==> src/rtl/hazard_unit.sv <==
// hazard_unit: stall, flush and forwarding control for the five-stage ARM core.
// It also sequences the multi-cycle divider's occupancy of Execute and tracks
// the Decode and Execute valid bits.
//
// Ports:
//   clk, reset                     clock; asynchronous active-high reset
//   RA1D, RA2D                     source registers of the instruction in Decode
//   RA1E, RA2E                     source registers of the instruction in Execute
//   WA3E, WA3M, WA3W               destination registers in Execute, Memory and Writeback
//   RegWriteM, RegWriteW           gated register-write enables in Memory and Writeback
//   MemtoRegE                      a load is in Execute
//   PCWrPendingF                   a PC write is in flight in Decode, Execute or Memory
//   PCSrcW                         a PC write is retiring in Writeback
//   BranchTakenE                   a taken branch was resolved in Execute
//   ALUControlE                    ALU operation in Execute
//   StallF, StallD, StallE         hold the fetch PC, the D register, the E register
//   FlushD, FlushE                 clear the D register, the E register
//   BubbleM                        load a bubble into the M register
//   ForwardAE, ForwardBE           operand source: 00 register file, 01 ResultW, 10 ALUResultM
//   DivBusyE                       the divider is holding Execute
module hazard_unit #(
  parameter int unsigned DIV_CYCLES       = 16,
  parameter int unsigned ALUCONTROL_WIDTH = 5
) (
  input  logic                        clk,
  input  logic                        reset,
  input  logic [3:0]                  RA1D,
  input  logic [3:0]                  RA2D,
  input  logic [3:0]                  RA1E,
  input  logic [3:0]                  RA2E,
  input  logic [3:0]                  WA3E,
  input  logic [3:0]                  WA3M,
  input  logic [3:0]                  WA3W,
  input  logic                        RegWriteM,
  input  logic                        RegWriteW,
  input  logic                        MemtoRegE,
  input  logic                        PCWrPendingF,
  input  logic                        PCSrcW,
  input  logic                        BranchTakenE,
  input  logic [ALUCONTROL_WIDTH-1:0] ALUControlE,
  output logic                        StallF,
  output logic                        StallD,
  output logic                        StallE,
  output logic                        FlushD,
  output logic                        FlushE,
  output logic                        BubbleM,
  output logic [1:0]                  ForwardAE,
  output logic [1:0]                  ForwardBE,
  output logic                        DivBusyE
);

  localparam int unsigned CNT_W = $clog2(DIV_CYCLES);
  localparam logic [CNT_W-1:0] CNT_START = CNT_W'(DIV_CYCLES - 2);
  localparam logic [ALUCONTROL_WIDTH-1:0] ALU_UDIV = ALUCONTROL_WIDTH'(5'b01110);
  localparam logic [ALUCONTROL_WIDTH-1:0] ALU_SDIV = ALUCONTROL_WIDTH'(5'b01111);

  typedef enum logic {S_IDLE, S_BUSY} state_t;

  state_t           r_state;
  state_t           w_state_nxt;
  logic [CNT_W-1:0] r_cnt;
  logic [CNT_W-1:0] w_cnt_nxt;
  logic             r_valid_d;
  logic             r_valid_e;

  logic w_kill;
  logic w_div_e;
  logic w_div_busy;
  logic w_ldr_stall;
  logic w_stall_f;
  logic w_stall_d;
  logic w_stall_e;
  logic w_flush_d;
  logic w_flush_e;

  // Forward select for one Execute operand; Memory wins over Writeback, r15 never forwards.
  function automatic logic [1:0] fwd_sel(input logic [3:0] ra, input logic rw_m,
                                         input logic [3:0] wa_m, input logic rw_w,
                                         input logic [3:0] wa_w);
    logic [1:0] sel;
    sel = 2'b00;
    if (rw_m && (ra == wa_m) && (wa_m != 4'd15)) begin
      sel = 2'b10;
    end else if (rw_w && (ra == wa_w) && (wa_w != 4'd15)) begin
      sel = 2'b01;
    end
    return sel;
  endfunction

  assign w_kill      = PCSrcW | BranchTakenE;
  assign w_div_e     = r_valid_e & ((ALUControlE == ALU_UDIV) | (ALUControlE == ALU_SDIV));
  assign w_ldr_stall = r_valid_e & MemtoRegE & ((RA1D == WA3E) | (RA2D == WA3E));
  assign w_stall_f   = (w_ldr_stall | PCWrPendingF | w_div_busy) & ~PCSrcW & ~BranchTakenE;
  assign w_stall_d   = w_ldr_stall | w_div_busy;
  assign w_stall_e   = w_div_busy;
  assign w_flush_d   = PCWrPendingF | w_kill;
  assign w_flush_e   = w_ldr_stall | w_kill;

  // Divider FSM next state; Cnt counts the remaining busy cycles after the first.
  always_comb begin
    w_state_nxt = r_state;
    w_cnt_nxt   = r_cnt;
    w_div_busy  = 1'b0;
    case (r_state)
      S_IDLE: begin
        w_div_busy = w_div_e & ~w_kill;
        if (w_div_e && !w_kill) begin
          w_state_nxt = S_BUSY;
          w_cnt_nxt   = CNT_START;
        end
      end
      S_BUSY: begin
        w_div_busy = ~w_kill & (r_cnt != '0);
        if (w_kill) begin
          w_state_nxt = S_IDLE;
          w_cnt_nxt   = '0;
        end else if (r_cnt != '0) begin
          w_cnt_nxt = r_cnt - CNT_W'(1);
        end else begin
          // Last cycle of the divide: it leaves Execute at this edge.
          w_state_nxt = S_IDLE;
        end
      end
      default: begin
        w_state_nxt = S_IDLE;
        w_cnt_nxt   = '0;
      end
    endcase
  end

  // Divider FSM state register.
  always_ff @(posedge clk or posedge reset) begin
    if (reset) begin
      r_state <= S_IDLE;
      r_cnt   <= '0;
    end else begin
      r_state <= w_state_nxt;
      r_cnt   <= w_cnt_nxt;
    end
  end

  // Valid bits follow the pipeline registers; flush beats stall.
  always_ff @(posedge clk or posedge reset) begin
    if (reset) begin
      r_valid_d <= 1'b0;
      r_valid_e <= 1'b0;
    end else begin
      if (w_flush_d)      r_valid_d <= 1'b0;
      else if (!w_stall_d) r_valid_d <= 1'b1;

      if (w_flush_e)      r_valid_e <= 1'b0;
      else if (!w_stall_e) r_valid_e <= r_valid_d;
    end
  end

  // Outputs; reset forces flushes so the pipeline registers clear alongside this block.
  always_comb begin
    StallF    = 1'b0;
    StallD    = 1'b0;
    StallE    = 1'b0;
    FlushD    = 1'b1;
    FlushE    = 1'b1;
    BubbleM   = 1'b0;
    DivBusyE  = 1'b0;
    ForwardAE = 2'b00;
    ForwardBE = 2'b00;
    if (!reset) begin
      StallF    = w_stall_f;
      StallD    = w_stall_d;
      StallE    = w_stall_e;
      FlushD    = w_flush_d;
      FlushE    = w_flush_e;
      BubbleM   = w_div_busy;
      DivBusyE  = w_div_busy;
      ForwardAE = fwd_sel(RA1E, RegWriteM, WA3M, RegWriteW, WA3W);
      ForwardBE = fwd_sel(RA2E, RegWriteM, WA3M, RegWriteW, WA3W);
    end
  end

endmodule
==> config.mk <==
export PLATFORM = sky130hd
export DESIGN_NAME = hazard_unit
export DESIGN_NICKNAME = d
export VERILOG_FILES = /design/src/rtl/hazard_unit.sv
export SDC_FILE = /design/constraint.sdc
export NUM_CORES = 1
export LEC_CHECK = 0
export CORE_MARGIN = 5
export CORE_UTILIZATION = 35
export DETAILED_ROUTE_END_ITERATION = 6
export PLACE_DENSITY = 0.79
export SLEW_MARGIN = 0
export SYNTH_ARGS = -nofsm -noshare
export SYNTH_HDL_FRONTEND = slang
export SYNTH_SLANG_ARGS = --single-unit
==> constraint.sdc <==
create_clock -name clk -period 2.9 [get_ports clk]
set_input_delay 0.58 -clock clk [delete_from_list [all_inputs] [get_ports clk]]
set_output_delay 0.58 -clock clk [all_outputs]
set_load 0.01 [all_outputs]
==> flow_metrics.tcl, run 1 <==
set metrics [dict create \
    status "finished clean" \
    path_class "reg -> out" \
    finalPower_uw 328 \
    nNetsFinal 194 \
    multiInputGateArea_um2 561 \
    synth-simple-area-share_pct 27.8 \
    syn-cell-area_um2 779 \
    grt_pass1_vias 953 \
    die_w_um 57.2 \
    htree_levels 1 \
    worst_path_largest_cell_delay_ns 0.40 \
    grt_max_degree 10 \
    clk_pin_slew_ns 0.05 \
    drive_gt1_share_pct 11.9 \
    die_h_um 57.2 \
    cts_sinks 7 \
    p_int_uw 235 \
    p_sw_uw 93.2 \
    ant_nets 0 \
    hold_path.class "reg -> reg" \
    setup_violations 0 \
    async_flop_share_pct 100 \
    drtPass1Iterations 4 \
    ir_worst_vdd_mv 0.213 \
    avgViaCountPerCell 5.02 \
    yosysMostFrequentCell "xnor2_1" \
    place_hpwl_mm 2.22 \
    endpoint_kind "primary output" \
    cp.required_ns 2.32 \
    path_cells "inv_1 > ha_2 > or3b_4 > a32o_2 > and2_4 > o311a_1 > dlygate4sd2_1" \
    syn_inst 94 \
    die_area_um2 3270 \
    synth_edf_count 0 \
    cts_hold_buf 0 \
    cts_root_buf "clkbuf_4" \
    synth_top_family_by_area "simple AND/OR/NAND/NOR gates" \
    final-seq-area_um2 175 \
    synth_top_flop_cell "dfrtp_1" \
    whs_ns 0.566 \
    synth_top_area_cell "xnor2_1" \
    synthTopCellsByCount "xnor2_1, nand2_1, dfrtp_1" \
    comb_power_share_pct 40.5 \
    synthDistinctLibCells 30 \
    synthToLayoutAreaGrowth_pct 76.1 \
    drv_slew 0 \
    design_area_um2 1370 \
    std_cell_rows 17 \
    core_area_um2 2170 \
    routedWlPerCell_um 14.4 \
    finalCritPeriodShare_pct 97.8 \
    port_buffers 50 \
    max_freq_ghz 0.353 \
    cts_buffers 3 \
    synthMuxAreaShare_pct 1.28 \
    grt_pass1_wl_mm 4.05 \
    final_util_pct 63.3 \
    worst_clock_skew_ns 0.00721 \
    vias 898 \
    power.leakage_nw 0.590 \
    crit_buf_inv 2 \
    yosys_warnings 0 \
    dpl.cell_count 173 \
    pwr-share-clk_pct 28.7 \
    path_max_fanout 3 \
    synthXorXnorAreaFrac_pct 27.0 \
    hold_viol 0 \
    pwr-share-seq_pct 30.8 \
    synth-seq-cells 7 \
    rsz0062_at_grt "false" \
    routabilityCongestion 0.864 \
    yosysSeqAreaShare_pct 22.5 \
    post_dp_cell_area_um2 1320 \
    drc 0 \
    grt_use_total_pct 16.1 \
    totalWireLength_mm 2.57 \
    cts_tree "built" \
    overflow 0 \
    worst_slack_ns 0.0643 \
    place_ws_ns -0.105 \
    cp-start-kind "flip-flop" \
    synth_compound_area_share_pct 13.5 \
    drtIter0Drc 9 \
    p_per_area_nw_per_um2 239 \
    switching_share_pct 28.4 \
    setup-tns-final_ns 0 \
    period_needed_ns 2.84 \
    relSlewSlack_pct 78.3 \
    n_antenna_cell 0 \
    final_cells 179 \
    fill_cells 199 \
    io_pins 52 \
    slowest_stage "dfrtp_1" \
    antenna_found_initial 0 \
    initial_utilization_pct 35.9 \
    path_delay_family "simple AND/OR/NAND/NOR gates" \
    yosysTopAreaCellShare_pct 27.0 \
    clkLatencyLatePin_ns 0.26 \
    clk_path_buf_depth 2 \
    avgSynthCellArea_um2 8.29 \
    cap_violations 0 \
    ys_top_cells_by_area "xnor2_1, dfrtp_1, nand2_1, nand4_1, nor3_1" \
    worst_slew_pin_slew_ns 0.325 \
    synth_nets 136 \
    arrival_ns 2.26 \
    synthAdderAreaFrac_pct 1.61 \
]
logic make-up after synthesis:
kind of cell,count (synthesis)
flip-flops,7
buffers and inverters,9
AO/OA/AOI/OAI,12
XOR/XNOR,24
AND/OR/NAND/NOR,40
adder cells (fa/ha/maj),1
multiplexers,1
cells in the final DEF (no fill, tap or decap), types with 2 or more instances in the layout:
cell | synthesis | final
clkdlybuf4s50_1 | 0 | 41
xnor2_1 | 24 | 24
nand2_1 | 12 | 12
buf_4 | 2 | 7
dfrtp_1 | 7 | 7
nand4_1 | 6 | 6
nor3_1 | 6 | 6
dlygate4sd2_1 | 0 | 5
inv_1 | 4 | 4
nand3_1 | 4 | 4
dlymetal6s2s_1 | 0 | 4
a21oi_1 | 4 | 3
clkbuf_4 | 0 | 3
nand2b_1 | 2 | 2
a31oi_1 | 2 | 2
nor4_1 | 2 | 2
or3_1 | 2 | 2
power by group through the flow:
stage	Combinational, mW	Clock, mW	Sequential, mW
floorplan	0.0521	0	0.102
global placement	0.130	0	0.103
detailed placement	0.134	0	0.103
CTS	0.134	0.0974	0.101
global route	0.144	0.103	0.101
finish	0.133	0.0943	0.101
layout make-up:
type                    count  area share [%]
multi-input cells          78            40.8
well taps                  28            2.55
repair buffers             57            40.6
inverters                   5            1.37
flip-flops and latches      7            12.8
clock buffers               4            1.91
worst paths after layout:
check / endpoint / slack [ns] / depth (start not counted) / start
max: StallF / 0.06 / 7 / r_cnt[1]
min: r_cnt[1] / 0.57 / 1 / r_cnt[1]
max reg2reg: r_valid_d / 0.87 / 7 / r_cnt[1]
min reg2reg: r_cnt[1] / 0.57 / 1 / r_cnt[1]
max in group asynchronous: r_cnt[0] / 1.95 / 3 / reset
min in group asynchronous: r_valid_e / 0.82 / 3 / reset
state kept, by name, indices dropped and copies added (netlist names):
| register | count |
|---|---|
| r_state | 1 |
| r_valid_e | 1 |
| r_cnt | 4 |
| r_valid_d | 1 |
worst register-to-register path, delay by kind of cell (launching register included):
family                   cells  cell delay (ns)
flip-flops                   1             0.40
adder cells (fa/ha/maj)      1             0.17
buffers and inverters        2             0.21
AO/OA/AOI/OAI                2             0.60
AND/OR/NAND/NOR              2             0.54
per-layer routing:
layer	vias to the layer above	part of all wire, %	routed length, um	global-route usage, %
li1	448	-	-	-
met1	404	39	992	16.2
met2	43	51	1310	29.7
met3	3	9.8	253	7.47
met4	0	0.47	12	3.97
met5	-	0	0	0
repair_timing:
action,4_1_cts,5_1_grt
gates resized for setup,6,5
setup endpoints to repair,6,5
pin swaps,0,3
buffers inserted,0,2
(Power assumes the default switching activity.)
==> inputs of run 2 (changes only) <==
--- a/config.mk
+++ b/config.mk
@@ -5,6 +5,7 @@
 export SDC_FILE = /design/constraint.sdc
 export NUM_CORES = 1
 export LEC_CHECK = 0
+export CAP_MARGIN = 20
 export CORE_MARGIN = 5
 export CORE_UTILIZATION = 35
 export DETAILED_ROUTE_END_ITERATION = 6
==> results of run 2 <==
No change in the layout: final DEF, timing and power equal those of run 1.
==> inputs of run 3 (changes only) <==
--- a/config.mk
+++ b/config.mk
@@ -6,6 +6,7 @@
 export NUM_CORES = 1
 export LEC_CHECK = 0
 export CAP_MARGIN = 20
+export CORE_ASPECT_RATIO = 1.5
 export CORE_MARGIN = 5
 export CORE_UTILIZATION = 35
 export DETAILED_ROUTE_END_ITERATION = 6
==> run 3 against run 2 <==
Clock-buffer cell count unchanged. Non-clock buffer count down 1. Design area shrank 1.4%. Sequential power hardly changed. Cell count decreased by 3.4%. Worst setup slack better by 0.014 ns. Critical path type is now in -> out. Largest cell class unchanged. Highest routed layer unchanged.
==> flow_metrics.tcl, run 3 (synthesized netlist as in run 1, its figures left out) <==
set metrics [dict create \
    drtPass1Iterations 3 \
    layout_commonest_cell "clkdlybuf4s50_1" \
    die_h_um 67.8 \
    nNetsFinal 193 \
    status "finished clean" \
    io_pins 52 \
    antenna_found_initial 0 \
    path_max_fanout 4 \
    cts_tree "built" \
    routabilityCongestion 0.766 \
    slowest_stage "clkdlybuf4s50_1" \
    path_class "in -> out" \
    setup-tns-final_ns 0 \
    rsz0062_at_grt "false" \
    place_hpwl_mm 2.10 \
    switching_share_pct 26.9 \
    arrival_ns 2.24 \
    power.leakage_nw 0.561 \
    wl_met1_um 786 \
    cts_hold_buf 0 \
    grt_use_total_pct 14.5 \
    die_area_um2 3290 \
    hold_path.class "reg -> reg" \
    design_area_um2 1350 \
    cts_root_buf "clkbuf_4" \
    post_dp_cell_area_um2 1320 \
    drive_gt1_share_pct 10.7 \
    core_area_um2 2180 \
    avgViaCountPerCell 5.10 \
    worst_path_largest_cell_delay_ns 0.57 \
    path_cells "clkdlybuf4s50_1 > nand4_1 > nand2_1 > nor3_1 > nor3_1 > clkdlybuf4s50_1" \
    drv_slew 0 \
    worst_clock_skew_ns 0.000455 \
    cts_buffers 3 \
    max_freq_ghz 0.354 \
    clk_pin_slew_ns 0.05 \
    setup_violations 0 \
    totalWireLength_mm 2.34 \
    cp.required_ns 2.32 \
    worst_slew_pin_slew_ns 0.265 \
    initial_utilization_pct 35.7 \
    final_cells 173 \
    worst_slack_ns 0.0779 \
    synthToLayoutAreaGrowth_pct 73.7 \
    htree_levels 1 \
    n_antenna_cell 0 \
    place_ws_ns -0.0943 \
    comb_power_share_pct 41.1 \
    period_needed_ns 2.82 \
    hold_viol 0 \
    wl_met2_mm 1.26 \
    largest_reg_flops 4 \
    finalPower_uw 321 \
    port_buffers 50 \
    dpl.cell_count 169 \
    std_cell_rows 21 \
    clk_path_buf_depth 2 \
    regMostFlops "r_cnt" \
    wl_met3_um 226 \
    p_int_uw 235 \
    layout_common_cells "clkdlybuf4s50_1, xnor2_1, nand2_1, dfrtp_1" \
    ant_nets 0 \
    overflow 0 \
    drc 0 \
    grt_max_degree 10 \
    cap_violations 0 \
    post_cts_buffers 0 \
    relSlewSlack_pct 82.4 \
    endpoint_kind "primary output" \
    vias 883 \
    cts_sinks 7 \
    p_per_area_nw_per_um2 237 \
    finalCritPeriodShare_pct 97.3 \
    pwr-share-seq_pct 31.5 \
    die_w_um 48.5 \
    routedWlPerCell_um 13.5 \
    clkLatencyLatePin_ns 0.25 \
    cp-start-kind "primary input" \
    ir_worst_vdd_mv 0.133 \
    pwr-share-clk_pct 27.4 \
    grt_pass1_vias 925 \
    grt_pass1_wl_mm 3.78 \
    dr.max_layer_used "met4" \
    p_sw_uw 86.6 \
    drtIter0Drc 3 \
]
[run 3: final timing paths]
path	from	to	slack (ns)	cells after the start
max	WA3M[3]	ForwardBE[0]	0.08	6
min	r_cnt[0]	r_cnt[0]	0.52	1
max reg2reg	r_cnt[0]	r_valid_d	0.91	7
min reg2reg	r_cnt[0]	r_cnt[0]	0.52	1
max in group asynchronous	reset	r_cnt[2]	1.96	3
min in group asynchronous	reset	r_valid_d	0.82	3
[run 3: final cells by class]
class / instances / area [um^2]
inverter: 5 / 18.8
clock buffer: 4 / 26.3
fill: 212 / 827
multi-input combinational: 78 / 561
sequential: 7 / 175
tap: 23 / 28.8
timing repair buffer: 56 / 544
[run 3: metal layers]
metal	up-vias	track usage [%]
met5	-	0
met2	46	29.2
met4	0	6.40
met3	8	4.64
li1	444	-
met1	385	12.6
[run 3: stage by stage]
step                      util (%)  hold WS [ns]
after global routing          62.1         0.563
final                         62.1         0.519
after floorplan                  -         0.413
after CTS                     61.5         0.524
after global placement        60.6         0.506
after detailed placement      60.6         0.515
[run 3: power groups by stage]
stage | clock [mW] | sequential [mW] | combinational [mW]
5_1_grt | 0.0957 | 0.101 | 0.143
6_report | 0.0881 | 0.101 | 0.132
2_1_floorplan | 0 | 0.102 | 0.0521
4_1_cts | 0.0917 | 0.101 | 0.133
3_3_place_gp | 0 | 0.103 | 0.130
3_5_place_dp | 0 | 0.103 | 0.133
[run 3: critical path, delay by kind of cell]
kind,cells,cell delay (ns)
AND/OR/NAND/NOR,4,0.54
buffers and inverters,2,1.12
[run 3: what timing repair did]
item / CTS / global route
setup endpoints to repair: 6 / 4
hold endpoints to repair: 0 / 0
resized for setup: 6 / 4
gates cloned: 0 / 0
